<file path="src/rtl/dds_sweep_ctrl.sv">
// Stepped-frequency sweep sequencer for a DDS phase accumulator.
// Drives the tuning word through single, sawtooth or triangle sweeps.
module dds_sweep_ctrl #(
    parameter int W  = 32,
    parameter int DW = 16
) (
    input  logic          clk,
    input  logic          rst,
    input  logic          start,
    input  logic          abort,
    input  logic [1:0]    mode,
    input  logic [W-1:0]  f_start,
    input  logic [W-1:0]  f_stop,
    input  logic [W-1:0]  f_step,
    input  logic [DW-1:0] dwell,
    output logic [W-1:0]  inc,
    output logic          inc_valid,
    output logic          busy,
    output logic          done,
    output logic          err,
    output logic          dir
);

    typedef enum logic {
        S_IDLE,
        S_RUN
    } state_t;

    typedef enum logic [1:0] {
        SW_SINGLE,
        SW_SAW,
        SW_TRI
    } sweep_t;

    state_t         state, state_n;

    sweep_t         sweep_in, cfg_sweep;
    logic [W-1:0]   cfg_start, cfg_stop, cfg_step;
    logic [DW-1:0]  cfg_dwell_m1, dwell_m1_in;
    logic           cfg_ok, cfg_load;

    logic [DW-1:0]  cnt, cnt_n;
    logic [W-1:0]   inc_n;
    logic           inc_valid_n, busy_n, done_n, err_n, dir_n;

    logic [W:0]     up_sum, dn_diff;
    logic [W-1:0]   up_tone, dn_tone;

    always_comb begin
        case (mode)
            2'b01:   sweep_in = SW_SAW;
            2'b10:   sweep_in = SW_TRI;
            default: sweep_in = SW_SINGLE;
        endcase
    end

    // The dwell counter runs down to zero, so a dwell of 0 behaves like 1.
    assign dwell_m1_in = (dwell == '0) ? '0 : dwell - DW'(1);
    assign cfg_ok      = (f_step != '0) && (f_start <= f_stop);

    // Steps are evaluated one bit wider so a carry or borrow clamps to the endpoint.
    assign up_sum  = {1'b0, inc} + {1'b0, cfg_step};
    assign up_tone = (up_sum > {1'b0, cfg_stop}) ? cfg_stop : up_sum[W-1:0];
    assign dn_diff = {1'b0, inc} - {1'b0, cfg_step};
    assign dn_tone = (dn_diff[W] || (dn_diff[W-1:0] < cfg_start)) ? cfg_start : dn_diff[W-1:0];

    // NOTE: every next-value signal is defaulted first so no path leaves one unassigned (no latch).
    always_comb begin
        state_n     = state;
        inc_n       = inc;
        inc_valid_n = inc_valid;
        busy_n      = busy;
        done_n      = 1'b0;
        err_n       = 1'b0;
        dir_n       = dir;
        cnt_n       = cnt;
        cfg_load    = 1'b0;

        if (abort) begin
            state_n     = S_IDLE;
            inc_n       = '0;
            inc_valid_n = 1'b0;
            busy_n      = 1'b0;
            dir_n       = 1'b1;
            cnt_n       = '0;
        end else begin
            case (state)
                S_IDLE: begin
                    if (start) begin
                        if (cfg_ok) begin
                            cfg_load    = 1'b1;
                            state_n     = S_RUN;
                            inc_n       = f_start;
                            inc_valid_n = 1'b1;
                            busy_n      = 1'b1;
                            dir_n       = 1'b1;
                            cnt_n       = dwell_m1_in;
                        end else begin
                            done_n = 1'b1;
                            err_n  = 1'b1;
                        end
                    end
                end

                S_RUN: begin
                    if (cnt != '0) begin
                        cnt_n = cnt - DW'(1);
                    end else begin
                        cnt_n = cfg_dwell_m1;
                        if (dir) begin
                            if (inc == cfg_stop) begin
                                case (cfg_sweep)
                                    SW_SAW: inc_n = cfg_start;
                                    SW_TRI: begin
                                        // A degenerate triangle just holds its single tone.
                                        if (cfg_start != cfg_stop) begin
                                            dir_n = 1'b0;
                                            inc_n = dn_tone;
                                        end
                                    end
                                    default: begin
                                        state_n     = S_IDLE;
                                        inc_n       = '0;
                                        inc_valid_n = 1'b0;
                                        busy_n      = 1'b0;
                                        done_n      = 1'b1;
                                        cnt_n       = '0;
                                    end
                                endcase
                            end else begin
                                inc_n = up_tone;
                            end
                        end else if (inc == cfg_start) begin
                            dir_n = 1'b1;
                            inc_n = up_tone;
                        end else begin
                            inc_n = dn_tone;
                        end
                    end
                end

                default: state_n = S_IDLE;
            endcase
        end
    end

    // NOTE: sequential state uses non-blocking assignments so every register samples pre-edge values.
    always_ff @(posedge clk) begin
        if (rst) begin
            state     <= S_IDLE;
            inc       <= '0;
            inc_valid <= 1'b0;
            busy      <= 1'b0;
            done      <= 1'b0;
            err       <= 1'b0;
            dir       <= 1'b1;
            cnt       <= '0;
        end else begin
            state     <= state_n;
            inc       <= inc_n;
            inc_valid <= inc_valid_n;
            busy      <= busy_n;
            done      <= done_n;
            err       <= err_n;
            dir       <= dir_n;
            cnt       <= cnt_n;
        end
    end

    // NOTE: config registers carry no reset; they are only read in RUN, which is entered solely via a capture.
    always_ff @(posedge clk) begin
        if (cfg_load) begin
            cfg_sweep    <= sweep_in;
            cfg_start    <= f_start;
            cfg_stop     <= f_stop;
            cfg_step     <= f_step;
            cfg_dwell_m1 <= dwell_m1_in;
        end
    end

endmodule

</file>
<file path="config.mk">
export PLATFORM = sky130hd
export DESIGN_NAME = dds_sweep_ctrl
export DESIGN_NICKNAME = d
export VERILOG_FILES = /design/src/rtl/dds_sweep_ctrl.sv
export SDC_FILE = /design/constraint.sdc
export NUM_CORES = 1
export LEC_CHECK = 0
export CAP_MARGIN = 10
export CORE_UTILIZATION = 55
export DETAILED_ROUTE_END_ITERATION = 6
export MAX_ROUTING_LAYER = met4
export PLACE_DENSITY = 0.84
export SETUP_SLACK_MARGIN = 0.15
export SLEW_MARGIN = 10
export SYNTH_ARGS = -nofsm -noshare
export SYNTH_HDL_FRONTEND = slang
export SYNTH_SLANG_ARGS = --single-unit
</file>
<file path="constraint.sdc">
create_clock -name clk -period 19 [get_ports clk]
set_input_delay 3.8 -clock clk [delete_from_list [all_inputs] [get_ports clk]]
set_output_delay 3.8 -clock clk [all_outputs]
set_load 0.1 [all_outputs]
</file>
==> out/summary.txt <==
Fin crit period = 7.36 ns
All-Layer GR Usage = 38.2%
Number of enable flip-flop cells after synthesis = 114
DIE AREA = 0.0275 mm²
Antenna diodes = 0
DR vias/cell = 6.42
Crit start category = register
Largest net degree at the start of global routing = 69
Initial antenna violation count = 0
Leakage = 7.09 nW
Final setup viols = 0
Final WL = 51.2 mm
Seq/Total Area, Yosys = 30.3%
Postcts setup bufs = 0
Hold buffer count at CTS = 0
Placer Congestion = 0.999
Synth Register Bits = 167
Initial Utilization = 56.4%
Top post-synthesis cells by count = inv_1 (187), ha_1 (164), a21oi_1 (160)
Die height = 166 µm
Pwr dens = 72.8 mW/mm²
Ys Warns = 0
Post-synth net total = 2010
Cell repeated most along the worst path = a21oi_1
DRC viols = 7
Unrepaired setup endpoints after global routing = false
Worst Setup SP = inc[5]
Root buf cell = clkbuf_16
Post-CTS sizing = 0
Area leader, netlist = edfxtp_1
First-pass GRT wire length = 78.2 mm
Worst-skew pair later-pin latency = 0.46 ns
CTS Buf Count = 17
Worst slew pin tran = 1.16 ns
Setup TNS = 0 ns
Initial DRC Count = 1648
Unique masters post-synth = 83
I/O Pins = 155
Number of max-cap violations = 0
CP required = 19.33 ns
Clock buffer depth = 2
Vias in the first global route = 13500
Crit end category = register
First drt pass iteration count = 7
Period utilisation layout = 38.7%
Fmax = 0.136 GHz
CP Data Arrival Time = 7.69 ns
IO buf count = 154
Largest cells by area after synthesis = edfxtp_1 (23%), ha_1 (14%), dfxtp_1 (7.2%)
Fraction of registers with async set/reset = 0%
Crit Path Category = register to register
GR Overflow Total = 0
Worst reg2reg setup slack = 11.64 ns
Core box area = 0.0262 mm²
Detailed placer's ending HPWL = 39.4 mm
Util after Layout = 65.6%
DR WL/cell = 23.4 µm
Site Rows = 59
Hold Startpoint = cnt[13]
Avg Cell Area, Syn = 8.57 µm²
Post-Route Skew = 0.0171 ns
Worst setup path endpoint = inc[5]
Die X-Extent = 166 µm
Cell breakdown of the critical path = ha_1, nor3b_1, or4_1, a31oi_1, a21oi_1, o31ai_1, a221o_1, a21oi_1, xor2_1, ha_1, nand4_1, or2_2, a21oi_1, a2111oi_0, o211ai_1, a2111oi_0, o21ai_0, a31oi_4, buf_4, inv_1, o211ai_1, a21oi_1
Share of layout cells above drive strength 1 = 4.85%
Clock sink total = 167
Top-area cell type share of the netlist area = 23.1%
CTS tree = done
Vias = 14000
Fin nets = 2125
Max Slew Vio Count = 0
Worst r2r dst = inc[5]
Area growth from synthesis to layout = 16.2%
Hold WC Path Type = register to register
CP max-delay cell = dfxtp_1
Top_reg_cell synth = edfxtp_1
Post-Syn Area = 0.0148 mm²
Failing checks = DRC
Final hold viol count = 0
Max-slew headroom = 22.6%
Cells on worst reg2reg path = 22
Cells after Synth = 1726
Worst vdd ir = 0.0578 mV
Number of routed nets with antenna violations = 0
Most frequent cell after synthesis = inv_1
CP Max Fanout = 37
H-tree level count = 4
Fillers = 2203
Outcome = finished, violations left
Clk slew on worst S/H paths = 0.09 ns
R2R Path Start = inc[5]
Crit-path max cell delay = 0.69 ns
## stage by stage
stage               total power [W]  area [µm²]  hold slack [ns]  cells  setup slack, ns
global placement           0.000867       16600            0.458   2157            11.64
global route                0.00130       17200            0.511   2189            11.48
finish                      0.00125       17200            0.483   2189            11.64
CTS                         0.00124       17200            0.484   2189            11.88
detailed placement         0.000872       16600            0.468   2157            11.53
floorplan                  0.000733       14800            0.445   1726             8.54
## layer usage
metal	vias to the layer above	routed length, µm	part of all wire, %	global-route usage, %
met1	6590	21900	43	52.2
met3	110	5700	11	8.03
met5	-	0	0	-
li1	6494	-	-	-
met4	0	1850	3.6	13.2
met2	854	21800	43	55.7
## cell usage in the layout, fill, tap and decap left out, types with 53 or more instances in the layout
cell	netlist	routed
xnor2_1	113	113
clkdlybuf4s50_1	0	154
dfxtp_1	53	53
inv_1	187	187
a21oi_1	160	160
edfxtp_1	114	114
xor2_1	59	59
o21ai_0	80	80
nand2_1	87	87
ha_1	164	164
nor2_1	154	152
## how the worst min path moves through the flow
stage	end	cells after the start	slack [ns]
2_1_floorplan	cnt[9]	2	0.45
3_3_place_gp	cnt[9]	2	0.46
3_5_place_dp	cnt[9]	2	0.47
4_1_cts	cnt[9]	2	0.48
5_1_grt	cnt[13]	2	0.51
6_report	cnt[13]	2	0.48
## where the power goes
part | internal, W | leakage [nW] | switching (W)
sequential | 0.000411 | 1.48 | 0.0000331
clock | 0.000181 | 0.303 | 0.000190
combinational | 0.000160 | 5.30 | 0.000277
total | 0.000752 | 7.09 | 0.000500
## critical path: cells and delay by family, from the launching register on
family	cells	cell delay (ns)
compound gates	13	3.76
flops	1	0.69
fa+ha+maj	2	0.76
simple gates	4	0.87
buf+inv	2	0.85
xor+xnor	1	0.26
## layout make-up
class	count	area, µm²	area share, %
clock inverter	15	203	1.18
sequential	167	4480	26.1
timing repair buffer	167	1640	9.54
clock buffer	17	425	2.48
multi-input combinational	1298	9300	54.1
tap	335	419	2.44
inverter	190	713	4.15
## sequential cells by signal, summed over array words and instances (netlist names)
name,flops
cfg_sweep,2
cfg_dwell_m1,16
cnt,16
dir,1
state,1
cfg_start,32
busy,1
inc,32
cfg_stop,32
cfg_step,32
err,1
done,1
## logic make-up (layout without fill, tap and decap cells)
| kind of cell | count (synthesis) | after routing | share of synthesized area (%) |
|---|---|---|---|
| simple gates | 452 | 452 | 14.8 |
| buf+inv | 261 | 389 | 6.93 |
| flops | 167 | 167 | 30.3 |
| mux | 16 | 16 | 1.13 |
| compound gates | 492 | 492 | 22.4 |
| fa+ha+maj | 166 | 166 | 14.1 |
| xor+xnor | 172 | 172 | 10.2 |
Note: power is estimated with default switching activity, not from simulation.
